[config.mk]
export PLATFORM = sky130hd
export DESIGN_NAME = fetch_controller_flat
export DESIGN_NICKNAME = d
export VERILOG_FILES = /design/src/rtl/fetch_controller_if.sv /design/src/rtl/fetch_controller.sv /design/src/flat_wrapper.sv
export SDC_FILE = /design/constraint.sdc
export NUM_CORES = 1
export LEC_CHECK = 0
export CAP_MARGIN = 20
export CORE_MARGIN = 8
export CORE_UTILIZATION = 25
export DETAILED_ROUTE_END_ITERATION = 10
export GPL_ROUTABILITY_DRIVEN = 0
export GPL_TIMING_DRIVEN = 0
export PLACE_DENSITY_LB_ADDON = 0.2
export SLEW_MARGIN = 0
export SYNTH_ARGS = -nofsm -noshare
export SYNTH_HDL_FRONTEND = slang
export SYNTH_SLANG_ARGS = --single-unit
[constraint.sdc]
create_clock -name clk -period 3.34 [get_ports clk]
set_clock_uncertainty 0.15 [all_clocks]
set_input_delay 1.002 -clock clk [delete_from_list [all_inputs] [get_ports clk]]
set_output_delay 1.002 -clock clk [all_outputs]
set_load 0.05 [all_outputs]
[src/rtl/fetch_controller_if.sv]
// Instruction-memory request/ack bus between the fetch controller and memory.
interface fetch_controller_if #(
   parameter int unsigned N = 32
);
   logic         mem_req;
   logic [N-1:0] mem_addr;
   logic         mem_ack;
   logic [N-1:0] mem_rdata;

   modport master (output mem_req, mem_addr, input mem_ack, mem_rdata);
   modport slave  (input mem_req, mem_addr, output mem_ack, mem_rdata);
endinterface

[src/rtl/fetch_controller.sv]
// Instruction fetch controller: 2-entry fetch FIFO, branch redirect with drop of stale acks.
// Optional feature macro FETCH_TIMEOUT_EN adds a sticky memory wait-timeout flag.
module fetch_controller #(
   parameter int unsigned  N        = 32,
   parameter logic [N-1:0] RESET_PC = '0,
   parameter int unsigned  TIMEOUT  = 15
) (
   input  logic                clk,
   input  logic                rst,
   fetch_controller_if.master  mem,
   input  logic                freeze,
   input  logic                branch_taken,
   input  logic [N-1:0]        branch_addr,
   output logic                valid,
   output logic [N-1:0]        instruction,
   output logic [N-1:0]        pc_out,
   output logic                flush,
   output logic                timeout
);

   typedef enum logic [1:0] {IDLE, REQ, FULL} state_t;

   state_t       state;
   logic [N-1:0] pc;
   logic [N-1:0] req_addr;
   logic         mem_req;
   logic         drop;
   logic [1:0]   count;
   logic [N-1:0] e0_instr, e0_pcp4;
   logic [N-1:0] e1_instr, e1_pcp4;

   logic [N-1:0] target;
   logic [N-1:0] next_addr;
   logic         ack;
   logic         consume;
   logic         push;
   logic [1:0]   occ;
   logic [1:0]   count_nxt;
   logic         unused_addr_lsbs;

   if (TIMEOUT == 0) begin : g_bad_timeout
      $error("fetch_controller: TIMEOUT must be at least 1");
   end

   assign target           = {branch_addr[N-1:2], 2'b00};
   assign unused_addr_lsbs = ^branch_addr[1:0];
   assign next_addr        = req_addr + N'(4);
   assign ack              = mem_req & mem.mem_ack;
   assign consume          = valid & ~freeze & ~branch_taken;
   assign push             = ack & ~drop & ~branch_taken;
   assign occ              = count - 2'(consume);

   assign mem.mem_req  = mem_req;
   assign mem.mem_addr = req_addr;
   assign instruction  = e0_instr;
   assign pc_out       = e0_pcp4;

   // Occupancy after this edge; a branch empties the queue.
   always_comb begin
      count_nxt = count;
      if (branch_taken) count_nxt = 2'd0;
      else              count_nxt = occ + 2'(push);
   end

   // FIFO, fetch FSM and redirect handling.
   always_ff @(posedge clk or negedge rst) begin
      if (!rst) begin
         state    <= IDLE;
         pc       <= RESET_PC;
         req_addr <= RESET_PC;
         mem_req  <= 1'b0;
         drop     <= 1'b0;
         count    <= 2'd0;
         valid    <= 1'b0;
         flush    <= 1'b0;
         e0_instr <= '0;
         e0_pcp4  <= '0;
         e1_instr <= '0;
         e1_pcp4  <= '0;
      end else begin
         flush <= branch_taken;
         count <= count_nxt;
         valid <= (count_nxt != 2'd0);

         if (consume) begin
            e0_instr <= e1_instr;
            e0_pcp4  <= e1_pcp4;
         end
         // New word lands in the first free slot after any concurrent pop.
         if (push) begin
            if (occ == 2'd0) begin
               e0_instr <= mem.mem_rdata;
               e0_pcp4  <= next_addr;
            end else begin
               e1_instr <= mem.mem_rdata;
               e1_pcp4  <= next_addr;
            end
         end

         case (state)
            IDLE: begin
               state   <= REQ;
               mem_req <= 1'b1;
               if (branch_taken) begin
                  pc       <= target;
                  req_addr <= target;
               end else begin
                  req_addr <= pc;
               end
            end
            REQ: begin
               if (ack) begin
                  drop <= 1'b0;
                  if (branch_taken) begin
                     pc       <= target;
                     req_addr <= target;
                  end else if (drop) begin
                     req_addr <= pc;
                  end else begin
                     pc <= next_addr;
                     if (count_nxt == 2'd2) begin
                        state   <= FULL;
                        mem_req <= 1'b0;
                     end else begin
                        req_addr <= next_addr;
                     end
                  end
               end else if (branch_taken) begin
                  // Request stays on the bus; its ack will be thrown away.
                  drop <= 1'b1;
                  pc   <= target;
               end
            end
            FULL: begin
               if (branch_taken) begin
                  state    <= REQ;
                  mem_req  <= 1'b1;
                  pc       <= target;
                  req_addr <= target;
               end else if (consume) begin
                  state    <= REQ;
                  mem_req  <= 1'b1;
                  req_addr <= pc;
               end
            end
            default: begin
               state   <= IDLE;
               mem_req <= 1'b0;
            end
         endcase
      end
   end

`ifdef FETCH_TIMEOUT_EN
   localparam int unsigned WW = $clog2(TIMEOUT + 1);

   logic [WW-1:0] wait_cnt;
   logic          timeout_q;

   // Consecutive unanswered request cycles; flag is sticky until reset.
   always_ff @(posedge clk or negedge rst) begin
      if (!rst) begin
         wait_cnt  <= '0;
         timeout_q <= 1'b0;
      end else if (mem_req && !mem.mem_ack) begin
         if (wait_cnt != WW'(TIMEOUT)) wait_cnt <= wait_cnt + WW'(1);
         if (wait_cnt == WW'(TIMEOUT - 1)) timeout_q <= 1'b1;
      end else begin
         wait_cnt <= '0;
      end
   end

   assign timeout = timeout_q;
`else
   assign timeout = 1'b0;
`endif

endmodule
[src/flat_wrapper.sv]
// flat-port wrapper written by rule: the top's interface ports become plain ports
module fetch_controller_flat 
#(
   parameter int unsigned  N        = 32,
   parameter logic [N-1:0] RESET_PC = '0,
   parameter int unsigned  TIMEOUT  = 15
)
  (clk, rst, freeze, branch_taken, branch_addr, valid, instruction, pc_out, flush, timeout, mem_mem_req, mem_mem_addr, mem_mem_ack, mem_mem_rdata);
  fetch_controller_if #(.N(N)) mem_i ();
  input  logic clk;
  input  logic rst;
  input  logic freeze;
  input  logic branch_taken;
  input  logic [N-1:0] branch_addr;
  output logic valid;
  output logic [N-1:0] instruction;
  output logic [N-1:0] pc_out;
  output logic flush;
  output logic timeout;
  output wire logic [$bits(mem_i.mem_req)-1:0] mem_mem_req;
  output wire logic [$bits(mem_i.mem_addr)-1:0] mem_mem_addr;
  input wire logic [$bits(mem_i.mem_ack)-1:0] mem_mem_ack;
  input wire logic [$bits(mem_i.mem_rdata)-1:0] mem_mem_rdata;
  assign mem_mem_req = mem_i.mem_req;
  assign mem_mem_addr = mem_i.mem_addr;
  assign mem_i.mem_ack = mem_mem_ack;
  assign mem_i.mem_rdata = mem_mem_rdata;
  fetch_controller #(.N(N), .RESET_PC(RESET_PC), .TIMEOUT(TIMEOUT)) u_core (.clk(clk), .rst(rst), .mem(mem_i), .freeze(freeze), .branch_taken(branch_taken), .branch_addr(branch_addr), .valid(valid), .instruction(instruction), .pc_out(pc_out), .flush(flush), .timeout(timeout));
endmodule
### Yosys cells after proc, flatten, opt, wreduce, memory -nomap -nowiden

Cells that the tools add are included.

| word-level totals | value |
|---|---|
| register bits after elaboration | 200 |
| output and inout bits | 100 |
| word-level logic and storage cells | 81 |
| bits of input ports | 69 |

| cells by class | value |
|---|---|
| multiplexer cells | 35 |
| $add $sub $neg | 3 |
| reductions and logical operators | 12 |
| bitwise operators | 9 |
| eq/ne operators | 10 |

Operators by type and width:

| kind | count |
|---|---|
| 2-to-1 mux 32 bit | 16 |
| one-hot mux 32 bit (3 select lines) | 1 |
| one-hot mux 32 bit (2 select lines) | 1 |
| adder 32 x 3 -> 32 bit (second input constant) | 1 |
| 2-to-1 mux 2 bit | 7 |
| 2-to-1 mux 1 bit | 8 |
| one-hot mux 2 bit (3 select lines) | 1 |
| AND reduction 2 bit | 3 |
| nonzero test 2 bit | 3 |
| bitwise AND 1 bit | 5 |
| AND reduction 5 bit | 1 |
| == test 2 bit (second input constant) | 2 |
| zero test 2 bit | 2 |
| != test 2 x 1 -> 1 bit (second input constant) | 2 |
| != test 2 bit (second input constant) | 2 |
| != test 4 x 3 -> 1 bit (second input constant) | 1 |
| != test 4 bit (second input constant) | 1 |
| NOT 1 bit | 4 |
| AND reduction 4 bit | 1 |
| != test 3 x 2 -> 1 bit (second input constant) | 1 |
| one-hot mux 1 bit (3 select lines) | 1 |
| nonzero test 3 bit | 1 |
| adder 2 x 1 -> 2 bit | 1 |
| == test 2 x 1 -> 1 bit (second input constant) | 1 |
| 2 further kinds | 2 |

### Longest topological paths before layout

Gate-level depths: netlist (run 1).

| depth | value |
|---|---|
| depth after elaboration | 12 |
| depth in mapped cells | 14 |

### Least setup slack after synthesis (run 1)

Ideal clock, no wire load.

| timing | value |
|---|---|
| path type | input port to flip-flop |
| start point | input port branch_taken |
| end point | register u_core.req_addr[22], in the netlist u_core.mem.mem_addr[22] |
| data arrival time | 3.836 ns |
| setup slack | -0.772 ns |
| buffers on the path | 4 |
| required time | 3.064 ns |
| cell stages on the path | 12 |
| cell sequence | nor3b_1 clkbuf_1 buf_2 ha_1 inv_1 ha_1 xnor3_1 or4_1 buf_2 o22a_1 buf_6 a221o_1 |

| on the way | value |
|---|---|
| word-level cells in the longest chain between the ends | 8 |
| elaborated cells between the ends (all ways) | 15 |
| classes of those cells | 2 x add/sub; 3 x eq/ne; 6 x mux; 3 x bitwise; 1 x reduce/logical |

Ends and longest elaborated chain:

| item | RTL line | source |
|---|---|---|
| start: declaration | flat_wrapper.sv:13 | `input logic branch_taken;` |
| NOT 1 bit | fetch_controller.sv:49, fetch_controller.sv:50 |  |
| bitwise AND 1 bit | fetch_controller.sv:49 | `assign consume = valid & ~freeze & ~branch_taken;` |
| subtractor 2 x 1 -> 2 bit | fetch_controller.sv:51 | `assign occ = count - 2'(consume);` |
| adder 2 x 1 -> 2 bit | fetch_controller.sv:62 | `else count_nxt = occ + 2'(push);` |
| 2-to-1 mux 2 bit | fetch_controller.sv:61 | `if (branch_taken) count_nxt = 2'd0;` |
| == test 2 bit | fetch_controller.sv:121 | `if (count_nxt == 2'd2) begin` |
| != test 4 x 3 -> 1 bit (no source line) | - |  |
| AND reduction 4 bit (no source line) | - |  |
| end signal: assignment | fetch_controller.sv:116 | `req_addr <= target;` |
| end signal: assignment | fetch_controller.sv:118 | `req_addr <= pc;` |
| end signal: assignment | fetch_controller.sv:125 | `req_addr <= next_addr;` |
| end: declaration | fetch_controller.sv:25 | `logic [N-1:0] req_addr;` |

Parallel ways exist; a longest one is shown, timed or not. The select of a mux whose other input is x is not followed.
A chain may end at the register's enable or synchronous reset.

### Worst setup path after layout (run 1)

Same ends and word-level chain as after synthesis.

==> results of run 1 <==
-- repair_timing --
item | CTS | global route
setup endpoints to repair | 197 | 50
pin swaps | 9 | 5
setup buffers | 15 | 3
cloned | 2 | 1
gates resized for setup | 48 | 13
-- registers in the layout, indices dropped and copies added (netlist names) --
signal,cells
u_core.e1_instr,32
u_core.e1_pcp4,32
u_core.instruction,32
u_core.mem.mem_addr,32
u_core.pc,32
u_core.pc_out,32
u_core.count,2
u_core.state,2
u_core.drop,1
u_core.flush,1
u_core.valid,1
-- Yosys cell counts, types with 12 or more instances --
library cell	number	share of area
a22oi_1	14	0.010
inv_1	13	0.0049
mux2i_1	40	0.040
a21oi_1	94	0.047
a222oi_1	19	0.019
o21ai_0	78	0.039
dfrtp_1	199	0.50
buf_2	18	0.0090
nand4_1	13	0.0081
clkbuf_1	49	0.018
nand3_1	14	0.0070
nor2b_1	22	0.014
mux2_2	63	0.071
xnor2_1	17	0.015
xor2_1	12	0.010
nand2_1	56	0.021
nor2_1	101	0.038
nor3_1	13	0.0065
-- how the worst max path moves through the flow --
stage,start,slack (ns),end,depth (start not counted)
after floorplan,branch_taken,-0.30,u_core.mem.mem_addr[22],12
after global routing,branch_taken,-0.03,u_core.mem.mem_addr[20],14
after detailed placement,branch_taken,-1.95,u_core.instruction[30],11
after global placement,rst,-8.10,u_core.e1_instr[26],1
final,branch_taken,0.07,u_core.mem.mem_addr[22],11
after CTS,freeze,-0.08,u_core.mem.mem_addr[19],15
-- power groups by stage --
stage	combinational, mW	sequential, mW	clock (mW)
floorplan	2.02	5.84	0
global placement	5.85	4.18	0
detailed placement	5.90	4.19	0
CTS	6.04	4.15	2.25
global route	6.42	4.29	2.33
finish	6.01	4.14	2.18
-- cell families (layout without fill, tap and decap cells) --
| logic type | Yosys count | after routing | synth area share |
|---|---|---|---|
| XOR/XNOR | 30 | 30 | 0.02758 |
| multiplexers | 103 | 103 | 0.1107 |
| other | 1 | 1 | 0.0003741 |
| AND/OR/NAND/NOR | 267 | 267 | 0.1291 |
| adder cells (fa/ha/maj) | 3 | 3 | 0.003745 |
| buffers and inverters | 95 | 310 | 0.04231 |
| AO/OA/AOI/OAI | 295 | 295 | 0.1895 |
| flip-flops | 199 | 199 | 0.4968 |
-- metal layers --
metal,wire length [µm],global-route usage,vias to the layer above,share of wire
li1,-,-,4051,-
met1,17110,0.2156,4442,0.44
met2,18060,0.2618,309,0.47
met3,2412,0.03677,55,0.063
met4,879,0.04869,0,0.023
met5,0,0,-,0
-- cell type report --
cell class,count,area (µm²)
buffer,79,427.9
clock buffer,19,442.9
clock inverter,13,155.1
fill,4104,26200
inverter,13,48.80
multi-input combinational,699,4803
sequential,199,4980
tap,525,656.9
timing repair buffer,186,1923
-- layout by cell type, fill, tap and decap left out, types with 22 or more instances in the layout --
cell,synthesis,routed
dfrtp_1,199,199
clkdlybuf4s50_1,0,161
nor2_1,101,98
a21oi_1,94,84
o21ai_0,78,69
mux2_2,63,63
nand2_1,56,55
clkbuf_1,49,42
mux2i_1,40,40
nor2b_1,22,22
-- metrics by stage --
stage                     utilization  setup WS [ns]  area [µm²]  hold WS [ns]  cells
after global routing           0.3390       -0.02672       13440        0.3809   1733
after floorplan                     -        -0.3038       10160        0.3215    993
final                          0.3390        0.07297       13440        0.3614   1733
after detailed placement       0.3153         -1.953       12500        0.3469   1684
after CTS                      0.3375       -0.08344       13380        0.3656   1732
after global placement         0.3145         -8.096       12470        0.3389   1683
==> metrics.md, run 1 <==
| Metric | Value |
|---|---|
| Outcome | finished, final reports clean |
| R2r startpoint | u_core.mem.mem_addr[2] |
| Register bit count reported by yosys | roughly 200 |
| Remaining antenna violation count | 0 |
| Final WL | 38.47 mm |
| Crit Path Class | in2reg |
| GRT Total Usage | 0.1627 |
| Setup TNS | 0 ns |
| First-pass GRT wire length | a little under 60 mm |
| Routed wire per std cell | approximately 22 µm |
| IO Port Bufs | approximately 170 |
| WP data required | around 3.5 ns |
| Final net count | ~1300 |
| Hold Crit Start | u_core.e1_instr[26] |
| Syn nets | ~1100 |
| Flop pwr share | 0.336 |
| Switch share | 0.4550 |
| Syn. warnings | 0 |
| Horiz. Die Dim | roughly 220 µm |
| DRC errors left | 0 |
| Worst Hold Class | reg2reg |
| Pwr dens | 917.2 nW/µm² |
| Crit path capture type | flop |
| # setup viols final | 0 |
| Worst r2r dst | u_core.pc[26] |
| Clock share of power | 0.177 |
| Total CTS buffers | 17 |
| CP max-delay cell | or4_4 |
| Largest net degree at the start of global routing | roughly 100 |
| Number of vias per cell | between 5 and 6 |
| Clk root buf | clkbuf_16 |
| Die height | roughly 220 µm |
| Core area | between 30000 and 40000 µm² |
| Pre-antenna DRT Iters | 6 |
| Layout area overhead | 34.05% |
| Comb power frac | 0.487 |
| DP Wirelength | ~28 mm |
| Int Pwr | about 6.7 mW |
| Crit-path max FO | 10 |
| Async S/R FF share, synth | 1.000 |
| Netlist Area Pre-Place | about 10000 µm² |
| Synthesized instance count | just under 1000 |
| Clk slew on worst S/H paths | 0.08 ns |
| Worst rel slew slack | 0.4033 |
| N_diodes | 0 |
| Worst vdd ir | roughly 0.36 mV |
| RSZ-0062 raised after global routing | yes |
| Measured slew at the worst slew-check pin | 0.8932 ns |
| Number of synthesized flops with an enable pin | 0 |
| GRT Residual Overflow | 0 |
| CP top delay family | simple AND/OR/NAND/NOR gates |
| Slew Limit Fails | 0 |
| Vias | 8857 |
| CTS max path bufs | 2 |
| Insertion delay to the later sink of the worst-skew pair | ~0.46 ns |
| Hold path depth | 1 |
| Fin crit share | 0.9782 |
| MaxCap Viol Count | 0 |
| Fmax | slightly above 300 MHz |
| Cell breakdown of the critical path | buf_12 -> nor3b_4 -> clkbuf_8 -> ha_4 -> inv_2 -> ha_4 -> xnor3_1 -> or4_4 -> o22a_2 -> buf_6 -> a221o_1 |
| H-tree Lvls | 4 |
| Row cnt | 73 |
| Most used cell, CP | ha_4 |
| Initial Util | 0.2529 |
| Fin crit period | approximately 3.3 ns |
| Seq/Total Area, Yosys | 0.4968 |
| Leak | 5.301 nW |
| Hold_buf cts | 0 |
| Flop2flop setup slack | 0.20 ns |
| Layout cell share with drive strength beyond 1 | 0.1573 |
| Die area | roughly 47000 µm² |
| Arr. time, crit path | 3.46 ns |
| Avg Inst Size Synth | a little over 10 µm² |
| Cell count of the worst reg-to-reg path | 6 |
| CTS tree | built |
| Total clock sinks | roughly 200 |
| I/O pin count | 169 |
| Vias in the first global route | 8874 |
| P_sw | around 5.6 mW |
| Synth Flop Type | dfrtp_1 |
| Slowest stage delay, CP | 0.48 ns |
| 1st-iter DRT viols | just over 700 |
| WHS Endpoint | u_core.e1_instr[26] |
| Final Hold Vio Count | 0 |
| Initial antenna violation count | 0 |
| Pwr Total | about 12 mW |
| Library cells used by synthesis | 64 |
| Startpoint types | input port |
| CP Buf/Inv Count | 4 |
(Power assumes the default switching activity.)
==> run 2: changes to the inputs <==
--- a/config.mk
+++ b/config.mk
@@ -7,7 +7,7 @@
 export LEC_CHECK = 0
 export CAP_MARGIN = 20
 export CORE_MARGIN = 8
-export CORE_UTILIZATION = 25
+export CORE_UTILIZATION = 45
 export DETAILED_ROUTE_END_ITERATION = 10
 export GPL_ROUTABILITY_DRIVEN = 0
 export GPL_TIMING_DRIVEN = 0
==> metrics.md, run 2 (synthesis gave the netlist of run 1 again) <==
| Metric | Value |
|---|---|
| Measured slew at the worst slew-check pin | 0.8795 ns (was 0.8932 ns) |
| 1st-iter DRT viols | 1173 (was 705) |
| Finished Cell Area | 12900 µm² (was 13440 µm²) |
| Die height | 165.3 µm (was 216.2 µm) |
| Die area | 27310 µm² (was 46760 µm²) |
| Crit path capture type | flop (unchanged) |
| # setup viols final | 0 (unchanged) |
| Hold_buf cts | 0 (unchanged) |
| Commonest non-fill, non-tap cell in the layout | dfrtp_1 (unchanged) |
| Row cnt | 54 (was 73) |
| Setup crit end | u_core.pc[23] (was u_core.mem.mem_addr[22]) |
| MaxCap Viol Count | 0 (unchanged) |
| Fin crit period | 3.315 ns (was 3.267 ns) |
| CTS max path bufs | 2 (unchanged) |
| Register area | 4980 µm² (unchanged) |
| Remaining antenna violation count | 0 (unchanged) |
| Largest net degree at the start of global routing | 106 (was 104) |
| Slew Limit Fails | 0 (unchanged) |
| Vias | 8988 (was 8857) |
| # fillers | 1840 (was 4104) |
| Final Worst Setup Slack | 0.02487 ns (was 0.07297 ns) |
| Final hold slack | 0.3596 ns (was 0.3614 ns) |
| Initial Util | 0.4594 (was 0.2529) |
| Critical path startpoint | branch_taken (unchanged) |
| Final WL | 32.46 mm (was 38.47 mm) |
| DP Wirelength | 23.12 mm (was 27.72 mm) |
| Final Hold Vio Count | 0 (unchanged) |
| GRT Total Usage | 0.2343 (was 0.1627) |
| Worst rel slew slack | 0.4088 (was 0.4033) |
| DRC errors left | 0 (unchanged) |
| Fin cells | 1480 (was 1733) |
| Final net count | 1259 (was 1267) |
| Pre-antenna DRT Iters | 7 (was 6) |
| Total CTS buffers | 17 (unchanged) |
| Clk root buf | clkbuf_16 (unchanged) |
| Routed wire per std cell | 21.93 µm (was 22.20 µm) |
| Worst vdd ir | 0.3952 mV (was 0.3603 mV) |
| Multi-input gate area | 4746 µm² (was 4803 µm²) |
| GRT Residual Overflow | 0 (unchanged) |
| Startpoint types | input port (unchanged) |
| N_diodes | 0 (unchanged) |
| Core area | 21820 µm² (was 39640 µm²) |
| Placed Area | 12190 µm² (was 12500 µm²) |
| Pre-CTS setup slack | -1.476 ns (was -1.953 ns) |
| Inst Count DP | 1439 (was 1684) |
| Layout area overhead | 28.67% (was 34.05%) |
| Insertion delay to the later sink of the worst-skew pair | 0.44 ns (was 0.46 ns) |
| Arr. time, crit path | 3.51 ns (was 3.46 ns) |
| First-pass GRT wire length | 49.39 mm (was 58.28 mm) |
| Fin util | 0.5910 (was 0.3390) |
| CTS tree | built (unchanged) |
| Horiz. Die Dim | 165.3 µm (was 216.2 µm) |
| Fin crit share | 0.9926 (was 0.9782) |
| Clk slew on worst S/H paths | 0.08 ns (about the same) |
| Worst r2r dst | u_core.mem.mem_addr[30] (was u_core.pc[26]) |
| R2r startpoint | u_core.mem.mem_addr[2] (unchanged) |
| Leak | 5.161 nW (was 5.301 nW) |
| Crit-path max FO | 10 (unchanged) |
| Fmax | 301.6 MHz (was 306.1 MHz) |
| Worst Hold Class | reg2reg (unchanged) |
| Pwr dens | 929.3 nW/µm² (was 917.2 nW/µm²) |
| Layout cell share with drive strength beyond 1 | 0.1417 (was 0.1573) |
| Number of vias per cell | 6.073 (was 5.111) |
| Outcome | finished, final reports clean (unchanged) |
| Crit Path Class | in2reg (unchanged) |
| I/O pin count | 169 (unchanged) |
| IO Port Bufs | 165 (unchanged) |
| Flop2flop setup slack | 0.17 ns (was 0.20 ns) |
| Vias in the first global route | 8670 (was 8874) |
| RSZ-0062 raised after global routing | no (was yes) |
| H-tree Lvls | 4 (unchanged) |
| Initial antenna violation count | 0 (unchanged) |
| Total clock sinks | 199 (unchanged) |
| Cell count of the worst reg-to-reg path | 6 (unchanged) |
| Most frequent cells in the layout | dfrtp_1 (199), clkdlybuf4s50_1 (161), nor2_1 (101) (was dfrtp_1 (199), clkdlybuf4s50_1 (161), nor2_1 (98)) |
| WP data required | 3.53 ns (about the same) |
[run 2: cell types whose count changed in the layout (fill, tap and decap cells not counted), sizes merged]
cell           delta
buf               -8
clkbuf            -2
clkinv            +2
clkinvlp          +2
bufinv            -1
clkdlybuf4s15     +1
clkdlybuf4s18     -1
inv               -1
[run 2: routing by layer]
layer	share of wire	GRT usage
met4	0.026	0.08190
met2	0.46	0.3672
met1	0.42	0.3179
met3	0.10	0.04735
met5	0	0
[run 2: report_power, final]
part	internal, mW	switching (mW)	leakage [nW]	total [mW]
clock	0.989	1.03	0.276	2.02
sequential	3.40	0.733	2.39	4.14
combinational	2.16	3.67	2.50	5.83
total	6.55	5.43	5.16	12.0
[run 2: cell type report]
type,count,area share
plain buffers,78,0.02959
clock buffers,17,0.03298
clock inverters,15,0.01086
inverters,13,0.003783
multi-input cells,699,0.3679
flip-flops and latches,199,0.3861
well taps,280,0.02716
repair buffers,179,0.1416
[run 2: through the flow]
stage | TNS, ns | power, mW
after global routing | 0 | 12.57
after global placement | -1670.81 | 9.814
after CTS | -0.01649 | 12.01
after floorplan | -6.105 | 7.860
final | 0 | 11.99
after detailed placement | -199.42 | 9.920
[run 2: worst max-delay path, cell delays in order]
cell,delay (ns)
buf_6,0.12
buf_2,0.26
clkbuf_1,0.50
inv_1,0.24
nor2_1,0.63
clkbuf_2,0.44
a222oi_1,0.18
o21ai_0,0.13
[run 2: timing repair]
item                       in CTS  in global routing
gates resized for setup        33                  3
cloned                          2                  0
setup buffers                  11                  0
setup endpoints to repair     194                 30
pin swaps                       5                  3
[run 2: how the worst min path moves through the flow]
stage | from | endpoint | slack (ns) | cells past startpoint
2_1_floorplan | u_core.pc[0] | u_core.pc[0] | 0.32 | 2
3_3_place_gp | u_core.pc[1] | u_core.pc[1] | 0.34 | 2
3_5_place_dp | u_core.e1_instr[4] | u_core.e1_instr[4] | 0.35 | 1
4_1_cts | u_core.e1_instr[24] | u_core.e1_instr[24] | 0.36 | 1
5_1_grt | u_core.e1_pcp4[3] | u_core.e1_pcp4[3] | 0.37 | 1
6_report | u_core.e1_instr[20] | u_core.e1_instr[20] | 0.36 | 1
